$ cat config.mk
export PLATFORM = sky130hd
export DESIGN_NAME = dsp_path_cfg_sequencer
export DESIGN_NICKNAME = d
export VERILOG_FILES = /design/src/rtl/dsp_path_cfg_sequencer.sv
export SDC_FILE = /design/constraint.sdc
export NUM_CORES = 1
export LEC_CHECK = 0
export CAP_MARGIN = 10
export CORE_ASPECT_RATIO = 1.25
export CORE_MARGIN = 2
export CORE_UTILIZATION = 29
export CTS_CLUSTER_DIAMETER = 50
export DETAILED_ROUTE_END_ITERATION = 8
export SLEW_MARGIN = 25
export SYNTH_ARGS = -nofsm -noshare
export SYNTH_HDL_FRONTEND = slang
export SYNTH_SLANG_ARGS = --single-unit
$ cat constraint.sdc
create_clock -name clk -period 6.1 [get_ports clk]
set_clock_uncertainty 0.2 [all_clocks]
set_input_delay 1.22 -clock clk [delete_from_list [all_inputs] [get_ports clk]]
set_output_delay 1.22 -clock clk [all_outputs]
set_load 0.005 [all_outputs]
$ cat src/rtl/dsp_path_cfg_sequencer.sv
// Replays the shadow FIR coefficient set plus latched decimation/averaging settings
// onto the datapath command ports, holding off ADC valids until the update has settled.
//
// state       | meaning
// S_IDLE      | waiting for start; shadow writes accepted, ADC valids pass
// S_LOAD_FIR  | one FIR coefficient command per cycle, ascending index
// S_LOAD_DECI | single decimation command
// S_LOAD_AVG  | single averager command (skipped when averaging is disabled)
// S_SETTLE    | command-free settle interval, down-counter to terminal count
// S_DONE      | one-cycle completion pulse
module dsp_path_cfg_sequencer #(
    parameter int INT_NUMBER_OF_TAPS   = 15,
    parameter int INT_COEF_WIDTH       = 15,
    parameter int INT_MAX_DOWNSAMPLING = 5,
    parameter int INT_MAX_AVERAGE_BY   = 5,
    parameter int INT_SETTLE_CYCLES    = 8,
    localparam int TW = (INT_NUMBER_OF_TAPS > 1) ? $clog2(INT_NUMBER_OF_TAPS) : 1,
    localparam int DW = (INT_MAX_DOWNSAMPLING > 1) ? $clog2(INT_MAX_DOWNSAMPLING) : 1,
    localparam int AW = (INT_MAX_AVERAGE_BY > 1) ? $clog2(INT_MAX_AVERAGE_BY) : 1
) (
    input  logic                             clk,
    input  logic                             rst,
    input  logic                             i_coef_wr_valid,
    input  logic [TW-1:0]                    i_coef_wr_addr,
    input  logic signed [INT_COEF_WIDTH-1:0] i_coef_wr_data,
    input  logic [DW-1:0]                    i_cfg_deci,
    input  logic [AW-1:0]                    i_cfg_avg,
    input  logic                             i_start,
    input  logic                             i_adc_valid,
    output logic                             o_adc_valid,
    output logic                             o_fir_cmd_valid,
    output logic [TW-1:0]                    o_fir_cmd_coeffsel,
    output logic signed [INT_COEF_WIDTH-1:0] o_fir_cmd_data,
    output logic                             o_deci_cmd_valid,
    output logic [DW-1:0]                    o_deci_cmd_data,
    output logic                             o_avg_cmd_valid,
    output logic [AW-1:0]                    o_avg_cmd_data,
    output logic                             o_busy,
    output logic                             o_done,
    output logic                             o_wr_err
);

    localparam int SW = (INT_SETTLE_CYCLES > 1) ? $clog2(INT_SETTLE_CYCLES) : 1;
    localparam logic [TW:0]   LP_TAPS       = (TW+1)'(INT_NUMBER_OF_TAPS);
    localparam logic [TW-1:0] LP_TAP_LAST   = TW'(INT_NUMBER_OF_TAPS - 1);
    localparam logic [SW-1:0] LP_SETTLE_TC  = SW'(INT_SETTLE_CYCLES - 1);
    localparam bit            LP_HAS_AVG    = (INT_MAX_AVERAGE_BY > 1);

    typedef enum logic [2:0] {
        S_IDLE,
        S_LOAD_FIR,
        S_LOAD_DECI,
        S_LOAD_AVG,
        S_SETTLE,
        S_DONE
    } state_t;

    state_t                            r_state, w_state_nxt;
    logic [TW-1:0]                     r_cnt, w_cnt_nxt, w_cnt_inc;
    logic [SW-1:0]                     r_settle, w_settle_nxt;
    logic [DW-1:0]                     r_deci, w_deci_nxt;
    logic [AW-1:0]                     r_avg, w_avg_nxt;
    logic signed [INT_COEF_WIDTH-1:0]  r_shadow [INT_NUMBER_OF_TAPS];

    logic                              r_fir_valid, w_fir_valid_nxt;
    logic [TW-1:0]                     r_fir_sel, w_fir_sel_nxt;
    logic signed [INT_COEF_WIDTH-1:0]  r_fir_data, w_fir_data_nxt;
    logic                              r_deci_valid, w_deci_valid_nxt;
    logic [DW-1:0]                     r_deci_data, w_deci_data_nxt;
    logic                              r_avg_valid, w_avg_valid_nxt;
    logic [AW-1:0]                     r_avg_data, w_avg_data_nxt;
    logic                              r_done, w_done_nxt;
    logic                              r_wr_err;
    logic                              w_wr_ok, w_wr_err;

    always_comb begin
        w_wr_ok  = i_coef_wr_valid && (r_state == S_IDLE) && ({1'b0, i_coef_wr_addr} < LP_TAPS);
        w_wr_err = i_coef_wr_valid && !w_wr_ok;
        w_cnt_inc = r_cnt + 1'b1;

        w_state_nxt      = r_state;
        w_cnt_nxt        = r_cnt;
        w_settle_nxt     = r_settle;
        w_deci_nxt       = r_deci;
        w_avg_nxt        = r_avg;
        w_fir_valid_nxt  = 1'b0;
        w_fir_sel_nxt    = r_fir_sel;
        w_fir_data_nxt   = r_fir_data;
        w_deci_valid_nxt = 1'b0;
        w_deci_data_nxt  = r_deci_data;
        w_avg_valid_nxt  = 1'b0;
        w_avg_data_nxt   = r_avg_data;
        w_done_nxt       = 1'b0;

        case (r_state)
            S_IDLE: begin
                if (i_start) begin
                    w_state_nxt     = S_LOAD_FIR;
                    w_cnt_nxt       = '0;
                    w_deci_nxt      = i_cfg_deci;
                    w_avg_nxt       = i_cfg_avg;
                    w_fir_valid_nxt = 1'b1;
                    w_fir_sel_nxt   = '0;
                    // A same-cycle write to index 0 must be replayed, so bypass the shadow.
                    w_fir_data_nxt  = (w_wr_ok && (i_coef_wr_addr == '0)) ? i_coef_wr_data
                                                                          : r_shadow[0];
                end
            end
            S_LOAD_FIR: begin
                if (r_cnt == LP_TAP_LAST) begin
                    w_state_nxt      = S_LOAD_DECI;
                    w_deci_valid_nxt = 1'b1;
                    w_deci_data_nxt  = r_deci;
                end else begin
                    w_cnt_nxt       = w_cnt_inc;
                    w_fir_valid_nxt = 1'b1;
                    w_fir_sel_nxt   = w_cnt_inc;
                    w_fir_data_nxt  = r_shadow[w_cnt_inc];
                end
            end
            S_LOAD_DECI: begin
                if (LP_HAS_AVG) begin
                    w_state_nxt     = S_LOAD_AVG;
                    w_avg_valid_nxt = 1'b1;
                    w_avg_data_nxt  = r_avg;
                end else begin
                    w_state_nxt  = S_SETTLE;
                    w_settle_nxt = LP_SETTLE_TC;
                end
            end
            S_LOAD_AVG: begin
                w_state_nxt  = S_SETTLE;
                w_settle_nxt = LP_SETTLE_TC;
            end
            S_SETTLE: begin
                if (r_settle == '0) begin
                    w_state_nxt = S_DONE;
                    w_done_nxt  = 1'b1;
                end else begin
                    w_settle_nxt = r_settle - 1'b1;
                end
            end
            S_DONE:  w_state_nxt = S_IDLE;
            default: w_state_nxt = S_IDLE;
        endcase
    end

    always_ff @(posedge clk) begin
        if (rst) begin
            r_state      <= S_IDLE;
            r_cnt        <= '0;
            r_settle     <= '0;
            r_deci       <= '0;
            r_avg        <= '0;
            r_fir_valid  <= 1'b0;
            r_fir_sel    <= '0;
            r_fir_data   <= '0;
            r_deci_valid <= 1'b0;
            r_deci_data  <= '0;
            r_avg_valid  <= 1'b0;
            r_avg_data   <= '0;
            r_done       <= 1'b0;
            r_wr_err     <= 1'b0;
        end else begin
            r_state      <= w_state_nxt;
            r_cnt        <= w_cnt_nxt;
            r_settle     <= w_settle_nxt;
            r_deci       <= w_deci_nxt;
            r_avg        <= w_avg_nxt;
            r_fir_valid  <= w_fir_valid_nxt;
            r_fir_sel    <= w_fir_sel_nxt;
            r_fir_data   <= w_fir_data_nxt;
            r_deci_valid <= w_deci_valid_nxt;
            r_deci_data  <= w_deci_data_nxt;
            r_avg_valid  <= w_avg_valid_nxt;
            r_avg_data   <= w_avg_data_nxt;
            r_done       <= w_done_nxt;
            r_wr_err     <= w_wr_err;
        end
    end

    always_ff @(posedge clk) begin
        if (rst) begin
            for (int i = 0; i < INT_NUMBER_OF_TAPS; i++) begin
                r_shadow[i] <= '0;
            end
        end else if (w_wr_ok) begin
            r_shadow[i_coef_wr_addr] <= i_coef_wr_data;
        end
    end

    // Valid gating stays combinational so the start cycle's sample still gets through.
    assign o_adc_valid        = i_adc_valid && (r_state == S_IDLE) && !rst;
    assign o_fir_cmd_valid    = r_fir_valid;
    assign o_fir_cmd_coeffsel = r_fir_sel;
    assign o_fir_cmd_data     = r_fir_data;
    assign o_deci_cmd_valid   = r_deci_valid;
    assign o_deci_cmd_data    = r_deci_data;
    assign o_avg_cmd_valid    = r_avg_valid;
    assign o_avg_cmd_data     = r_avg_data;
    assign o_busy             = (r_state != S_IDLE);
    assign o_done             = r_done;
    assign o_wr_err           = r_wr_err;

endmodule

=== Word-level counts from Yosys, hierarchy flattened ===
Memory sizes are Yosys's and may differ from the RTL's.
Index checks and enable logic that the tools add are counted.

* Add/subtract/negate cells: 2
* Order comparisons: 1
* Eq/ne operators: 10
* Muxes and demuxes: 27
* Bitwise logic cells: 2
* Reduce and logical (&&, ||, !) cells: 22

{| class="wikitable"
|+ Operators by type and width
! cell !! count
|-
| two-way mux 15 bit || 4
|-
| one-hot mux 15 bit (2 select lines) || 1
|-
| one-hot mux 3 bit (5 select lines) || 1
|-
| OR reduction 15 bit || 1
|-
| two-way mux 3 bit || 4
|-
| two-way mux 4 bit || 3
|-
| two-way mux 1 bit || 11
|-
| inequality test 2 bit, second input constant || 5
|-
| one-hot mux 4 bit (2 select lines) || 1
|-
| equality test 3 x 2 -> 1 bit, second input constant || 2
|-
| logical AND 1 bit || 6
|-
| logical NOT 3 bit || 2
|-
| one-hot mux 3 bit (2 select lines) || 1
|-
| AND reduction 2 bit || 3
|-
| AND reduction 3 bit || 2
|-
| adder 4 x 1 -> 4 bit, second input constant || 1
|-
| equality test 4 bit, second input constant || 1
|-
| logical NOT 4 bit || 1
|-
| less-than comparator 4 bit, second input constant || 1
|-
| nonzero test 2 bit || 2
|-
| OR reduction 2 bit || 2
|-
| equality test 3 x 1 -> 1 bit, second input constant || 1
|-
| equality test 3 bit, second input constant || 1
|-
| nonzero test 3 bit || 1
|-
| other kinds (4) || 6
|}

* Bits in registers: 42
* Bits in writable memories: 225
* Input bits: 30
* Output and inout bits: 32
* Logic and storage cells: 78
* Memories: 1

{| class="wikitable"
|+ Memories
! name !! words !! bits a word !! rd ports !! clocked after memory_dff !! wr ports !! RTL line !! RTL
|-
| r_shadow || 15 || 15 || 2 || 0 || 15 || 63 || <nowiki>logic signed [INT_COEF_WIDTH-1:0] r_shadow [INT_NUMBER_OF_TAPS];</nowiki>
|}

=== Longest topological paths before layout ===
Gate-level depths: netlist of the first run.

* Depth after elaboration: 8
* Gate-level depth with buffers: 14
* Gate-level depth less buffers: 8

=== Worst setup path after synthesis of the first run ===
OpenSTA, ideal clock, no wires.

* Path kind: register -> register
* From: register, netlist name o_fir_cmd_coeffsel[0]
* To: register r_fir_data[14] (netlist: o_fir_cmd_data[14])
* Library setup time: 117 ps
* Arrival time: 2,963 ps
* Required time: 5,783 ps
* Slack: 2,820 ps
* Cell stages (with the launch flop): 13
* Buffers on the path: 6
* Period minus slack after synthesis: 3,280 ps
* Path through: dfxtp_1 > buf_6 > buf_6 > buf_6 > buf_4 > inv_1 > ha_1 > clkbuf_1 > buf_1 > mux4_2 > a221oi_1 > nand2_1 > a32o_1

{| class="wikitable"
|+ RTL lines
! element !! RTL line !! RTL
|-
| end signal: assignment || 172 || <nowiki>r_fir_data <= w_fir_data_nxt;</nowiki>
|-
| end: declaration || 67 || <nowiki>logic signed [INT_COEF_WIDTH-1:0] r_fir_data, w_fir_data_nxt;</nowiki>
|}

=== Worst setup path in the final report of the first run ===
* From: input rst
* To: output o_adc_valid

* Longest elaborated chain between the ends: 2

{| class="wikitable"
|+ RTL lines
! element !! RTL line !! RTL
|-
| start: declaration || 22 || <nowiki>input logic rst,</nowiki>
|-
| logical NOT 1 bit || 193 || <nowiki>assign o_adc_valid = i_adc_valid && (r_state == S_IDLE) && !rst;</nowiki>
|-
| logical AND 1 bit || 193 ||
|-
| end: declaration || 30 || <nowiki>output logic o_adc_valid,</nowiki>
|}

Every way passes these cells.

==> out/qor.txt, run 1 <==
layout cells sized above 1 -> 11.59%
Max Fanout on Critical Path -> 25
worst vdd ir -> 222.2 uV
Tot Pwr -> 4.568 mW
commonest non-fill, non-tap cell in the layout -> edfxtp_1
P per Cell Area -> 307.8 nW/um^2
Final Setup Violations -> 0
IO Count -> 62
Max Fclk -> 261.4 MHz
number of buffers added for setup after CTS -> 0
die width -> 192.8 um
Tightest Pin Transition -> 1.150 ns
Placement Rows -> 86
initial antenna violation count -> 2
H-tree Lvls -> 1
clock root buffer -> clkbuf_16
total number of vias -> 7722
library cells used by synthesis -> 50
crit path kind -> primary input to output port
final max-slew violation count -> 0
DP HPWL -> 22920 um
Routed Antenna Nets -> 0
Post-synth EDFFs -> 240
setup_tns -> 0 ns
Worst Path Arrival -> 2.41 ns
Clock Power Share -> 35.5%
final net count -> 1034
count of warnings emitted by yosys -> 0
vias in the first global route -> 7729
largest net degree at the start of global routing -> 59
cell-internal power -> 3.387 mW
Filler cells -> 4284
RSZ-0062 raised after global routing -> false
Hold WC Path Type -> flip-flop to flip-flop
die area -> 46290 um^2
CTS tree -> built
fin crit period -> 3.826 ns
1st-iter DRT viols -> 573
Rel. slew slack -> 23.08%
critical path data required time -> 4.68 ns
GP Congestion -> 0.8733
DRC viols -> 0
initial core utilization -> 29.37%
First-pass DRT Iterations -> 5
asr flop ratio synth -> 0%
core area -> 44010 um^2
status -> finished clean
routed len/inst -> 20.85 um
final worst-path cycle share -> 62.72%
Seq/Total Area, Yosys -> 62.26%
combinational share of power -> 14.6%
most frequent cells in the layout -> edfxtp_1, and2_1, nand2_1
GR Overflow Total -> 0
Overall Global Routing Usage -> 14.44%
Max Cap Viol -> 0
CTS max path bufs -> 3
syn avg cell area -> 13.46 um^2
Startpoint Class -> primary input
Reg power frac -> 49.9%
# placed instances -> 1543
Mapped Cells -> 960
ys flop type -> edfxtp_1
Cell Count, Final, Fillers Out -> 1591
global-route wire length before repair -> 49310 um
Setup crit end kind -> output port
area grow syn2layout -> 14.82%
clock sink total -> 282
leakage -> 5.181 nW
clk_lat worst skew -> 0.54 ns
Hold Vio Cnt, Final -> 0
CTS Buf Count -> 27
net switching power -> 1.181 mW
worst hold margin -> 0.2606 ns
IO buf count -> 61
mapped cell area -> 12930 um^2
Worst-path clk slew -> 0.06 ns
DRT Wirelength -> 33170 um
Die Height -> 240.0 um
Switching Share -> 25.85%
vias per cell -> 4.854
post-CTS resize count -> 0
hold_buf cts -> 0
Yosys reg bits -> 282
[worst paths after layout]
kind	startpoint	to	slack [ns]	cells after the start
worst min-delay path	r_avg[0]$_SDFFE_PP0P_	r_avg[0]$_SDFFE_PP0P_	0.26	2
worst max register to register	o_fir_cmd_coeffsel[0]$_SDFFE_PP0P_	o_fir_cmd_data[14]$_SDFFE_PP0P_	2.52	8
worst min register to register	r_avg[0]$_SDFFE_PP0P_	r_avg[0]$_SDFFE_PP0P_	0.26	2
worst max-delay path	rst	o_adc_valid	2.27	3
[power groups by stage]
stage | clock, mW | sequential, mW | combinational, mW
2_1_floorplan | 0 | 2.27 | 0.478
3_3_place_gp | 0 | 2.32 | 0.661
3_5_place_dp | 0 | 2.32 | 0.668
4_1_cts | 1.65 | 2.28 | 0.671
5_1_grt | 1.72 | 2.29 | 0.721
6_report | 1.62 | 2.28 | 0.666
[cells by family after synthesis]
group	share of synthesized area, %
compound gates	5.953
xor+xnor	0.3872
fa+ha+maj	0.3872
buf+inv	3.020
flops	62.26
mux	10.18
other cells	0.02901
simple gates	17.78
[synthesized netlist by cell type (2+ instances only)]
master	number	share of area [%]
a211oi_1	2	0.12
nand2b_1	3	0.15
nor2_2	9	0.44
o21ai_0	4	0.15
nor2b_1	3	0.15
nor2_1	22	0.64
nor3b_1	3	0.17
mux4_1	4	0.81
a221oi_1	18	1.2
ha_1	4	0.39
a32o_1	15	1.2
nand2_1	87	2.5
buf_6	6	0.52
nand3_1	21	0.81
dfxtp_1	42	6.5
clkbuf_2	3	0.12
and2_1	228	11
nand3b_1	3	0.17
edfxtp_1	240	56
clkbuf_1	40	1.2
mux2i_1	58	4.5
buf_2	12	0.46
buf_1	2	0.058
and2_0	2	0.097
buf_4	9	0.52
nor3_1	6	0.23
o32ai_2	2	0.25
mux4_2	28	4.9
a21oi_1	20	0.77
or2_2	15	0.73
a221oi_2	9	1.0
inv_1	6	0.17
a22oi_1	16	0.93
xor2_2	2	0.25
[flip-flops by register name (all words and copies together) (netlist names), 3 cells and up]
signal,flops
r_shadow,240
o_fir_cmd_data,15
o_fir_cmd_coeffsel,4
o_avg_cmd_data,3
o_deci_cmd_data,3
r_avg,3
r_deci,3
r_settle,3
r_state,3
[metrics by stage]
step	utilization (%)	setup WS (ns)	area (um^2)
after global placement	31.80	2.094	14000
final	33.72	2.274	14840
after CTS	33.70	2.301	14830
after floorplan	-	2.820	12980
after global routing	33.72	2.146	14840
after detailed placement	31.80	2.047	14000
[critical path: stages]
cell and delay (ns):
clkbuf_2 0.36, nor3b_1 0.29, clkdlybuf4s50_1 0.53
[layout make-up]
cell class              instances  area (um^2)  area share, %
diodes                          1        2.502        0.01686
clock inverters                16        142.6         0.9611
well taps                     572        715.7          4.822
inverters                       6        22.52         0.1517
clock buffers                  31        690.7          4.654
multi-input cells             614         4547          30.64
flip-flops and latches        282         8051          54.25
repair buffers                 69        669.4          4.510
[per-layer routing]
| metal | GRT usage (%) | wire, um | part of all wire (%) |
|---|---|---|---|
| met1 | 17.24 | 13140 | 40 |
| met2 | 25.32 | 16780 | 51 |
| met3 | 1.547 | 1630 | 4.9 |
| met4 | 7.865 | 1597 | 4.8 |
| met5 | 0 | 23 | 0.069 |
Note: power is estimated with default switching activity, not from simulation.
==> run 2, diff against run 1 <==
Clock period 6.1 ns to 3.7 ns, I/O delays scaled along.
==> run 2 against run 1 <==
  * Hold slack worse by 0.0053 ns
  * Global-route usage is 0.28 points higher
  * Sequential cell count stayed put
  * Critical path depth is 1 higher
  * Critical endpoint unchanged
  * Die area stayed put
  * Setup slack worse by 1.7 ns
  * Count of clock-buffer cells in the layout is 4 higher
  * First-iteration DRC count is 3.0% lower
==> out/qor.txt, run 2 (synthesis gave the netlist of run 1 again) <==
hold depth -> 2 (unchanged)
Placement Rows -> 86 (unchanged)
1st-iter DRT viols -> 556 (-3.0%)
GR Overflow Total -> 0 (unchanged)
largest net degree at the start of global routing -> 55 (-6.8%)
die area -> 46290 um^2 (unchanged)
number of buffers added for setup after CTS -> 0 (unchanged)
status -> finished clean
fin crit period -> 3.141 ns
IO Count -> 62 (unchanged)
Worst Path Arrival -> 2.20 ns (-0.21 ns)
H-tree Lvls -> 1 (unchanged)
core area -> 44010 um^2 (unchanged)
worst r2r src -> o_fir_cmd_coeffsel[0]$_SDFFE_PP0P_
clock root buffer -> clkbuf_16
final max-slew violation count -> 0 (unchanged)
hold_sp -> o_avg_cmd_data[0]$_SDFFE_PP0P_
Hold Vio Cnt, Final -> 0 (unchanged)
final worst-path cycle share -> 84.88%
Worst-path clk slew -> 0.06 ns (about the same)
post-route cell area -> 15060 um^2 (+1.5%)
R2R cell count -> 8 (unchanged)
initial antenna violation count -> 0 (-2)
worst setup margin -> 0.5593 ns (-1.715 ns)
leakage -> 5.310 nW (+2.5%)
DRT Wirelength -> 33690 um (+1.6%)
GP Congestion -> 0.9659 (+11%)
die width -> 192.8 um (unchanged)
RSZ-0062 raised after global routing -> false
clock sink total -> 282 (unchanged)
slowest CP cell -> clkdlybuf4s50_1
Setup crit end kind -> output port
DP Area -> 14150 um^2 (+1.1%)
DRC viols -> 0 (unchanged)
worst vdd ir -> 322.8 uV (+45%)
post-CTS resize count -> 0 (unchanged)
Max Fclk -> 318.4 MHz
Routed Antenna Nets -> 0 (unchanged)
IO buf count -> 61 (unchanged)
Critical R2R Capture -> o_fir_cmd_data[5]$_SDFFE_PP0P_
max reg flops -> 240 (unchanged)
First-pass DRT Iterations -> 5 (unchanged)
final net count -> 1054 (+1.9%)
global-route wire length before repair -> 50300 um (+2.0%)
CTS Buf Count -> 28 (+3.7%)
Rel. slew slack -> 35.15% (+12 points)
CTS tree -> built
Reg with most FFs -> r_shadow
Final Setup Violations -> 0 (unchanged)
Place WS -> 0.6120 ns (-1.435 ns)
Tightest Pin Transition -> 0.9727 ns (-0.1775 ns)
Max Cap Viol -> 0 (unchanged)
Overall Global Routing Usage -> 14.72% (+0.28 points)
routed len/inst -> 20.88 um (+0.13%)
vias in the first global route -> 7732 (+0.039%)
hold_buf cts -> 0 (unchanged)
area grow syn2layout -> 16.51%
layout cells sized above 1 -> 13.06% (+1.5 points)
P per Cell Area -> 516.8 nW/um^2 (+68%)
Cell Count, Final, Fillers Out -> 1614 (+1.4%)
Hold WC Path Type -> flip-flop to flip-flop
total number of vias -> 7710 (-0.16%)
crit path cell chain -> nor3_1, inv_1, nor3b_1, clkdlybuf4s50_1
reg-to-reg slack, setup -> 0.63 ns (-1.89 ns)
DP HPWL -> 22730 um (-0.81%)
setup_tns -> 0 ns (unchanged)
most frequent cells in the layout -> edfxtp_1, and2_1, nand2_1
hold endpoint -> o_avg_cmd_data[0]$_SDFFE_PP0P_
fin util -> 34.22% (+0.50 points)
Tot Pwr -> 7.783 mW (+70%)
CTS max path bufs -> 3 (unchanged)
Startpoint Class -> flip-flop
Max Fanout on Critical Path -> 13 (-48%)
Die Height -> 240.0 um (unchanged)
# placed instances -> 1562 (+1.2%)
slowest stage delay, CP -> 0.52 ns (about the same)
Filler cells -> 4201 (-1.9%)
commonest non-fill, non-tap cell in the layout -> edfxtp_1
vias per cell -> 4.777 (-1.6%)
crit path kind -> flip-flop to output port
critical path data required time -> 2.76 ns (-1.92 ns)
clk_lat worst skew -> 0.55 ns (about the same)
worst hold margin -> 0.2553 ns (-0.005340 ns)
initial core utilization -> 29.37% (unchanged)
==> run 2: cell types whose count changed in the layout (fill, tap and decap cells not counted), sizes merged <==
cell | previous run | this run
buf | 8 | 27
inv | 8 | 6
clkbuf | 32 | 36
bufinv | 2 | 3
clkinv | 11 | 12
==> run 2: area by class of cell <==
cell class / instances / area [um^2] / area share, %
Antenna cell: 1 / 2.502 / 0.01662
Timing Repair Buffer: 88 / 820.8 / 5.450
Clock buffer: 35 / 748.2 / 4.968
Multi-Input combinational cell: 614 / 4547 / 30.19
Sequential cell: 282 / 8051 / 53.46
Inverter: 6 / 22.52 / 0.1495
Tap cell: 572 / 715.7 / 4.752
Clock inverter: 16 / 152.6 / 1.014
==> run 2: report_power, final <==
group	switching (mW)	internal, mW	leakage (nW)	total, mW
clock	1.20	1.64	0.438	2.84
combinational	0.725	0.505	2.06	1.23
sequential	0.100	3.62	2.82	3.72
total	2.03	5.76	5.31	7.78
==> run 2: critical path: cells and delay by family (launching register included) <==
kind / cells / cell delay (ns)
buffers and inverters: 2 / 0.66
flip-flops: 1 / 0.47
AND/OR/NAND/NOR: 2 / 0.52
==> run 2: worst max-delay path by stage <==
stage	startpoint	depth (start not counted)	endpoint
6_report	r_state[1]$_SDFFE_PP0P_	4	o_adc_valid
4_1_cts	r_state[1]$_SDFFE_PP0P_	4	o_adc_valid
5_1_grt	r_state[1]$_SDFFE_PP0P_	4	o_adc_valid
2_1_floorplan	o_fir_cmd_coeffsel[0]$_SDFFE_PP0P_	12	o_fir_cmd_data[14]$_SDFFE_PP0P_
3_5_place_dp	i_coef_wr_valid	6	r_shadow[2][8]$_SDFFCE_PN0P_
3_3_place_gp	i_coef_wr_valid	6	r_shadow[2][9]$_SDFFCE_PN0P_
==> run 2: routing by layer <==
metal  wire, um  vias to the layer above  track usage [%]
li1           -                     3595                -
met1      13280                     3813            17.87
met2      16360                      231            24.75
met3       1864                       71            1.971
met4       2187                        0            8.929
met5          0                        -                0
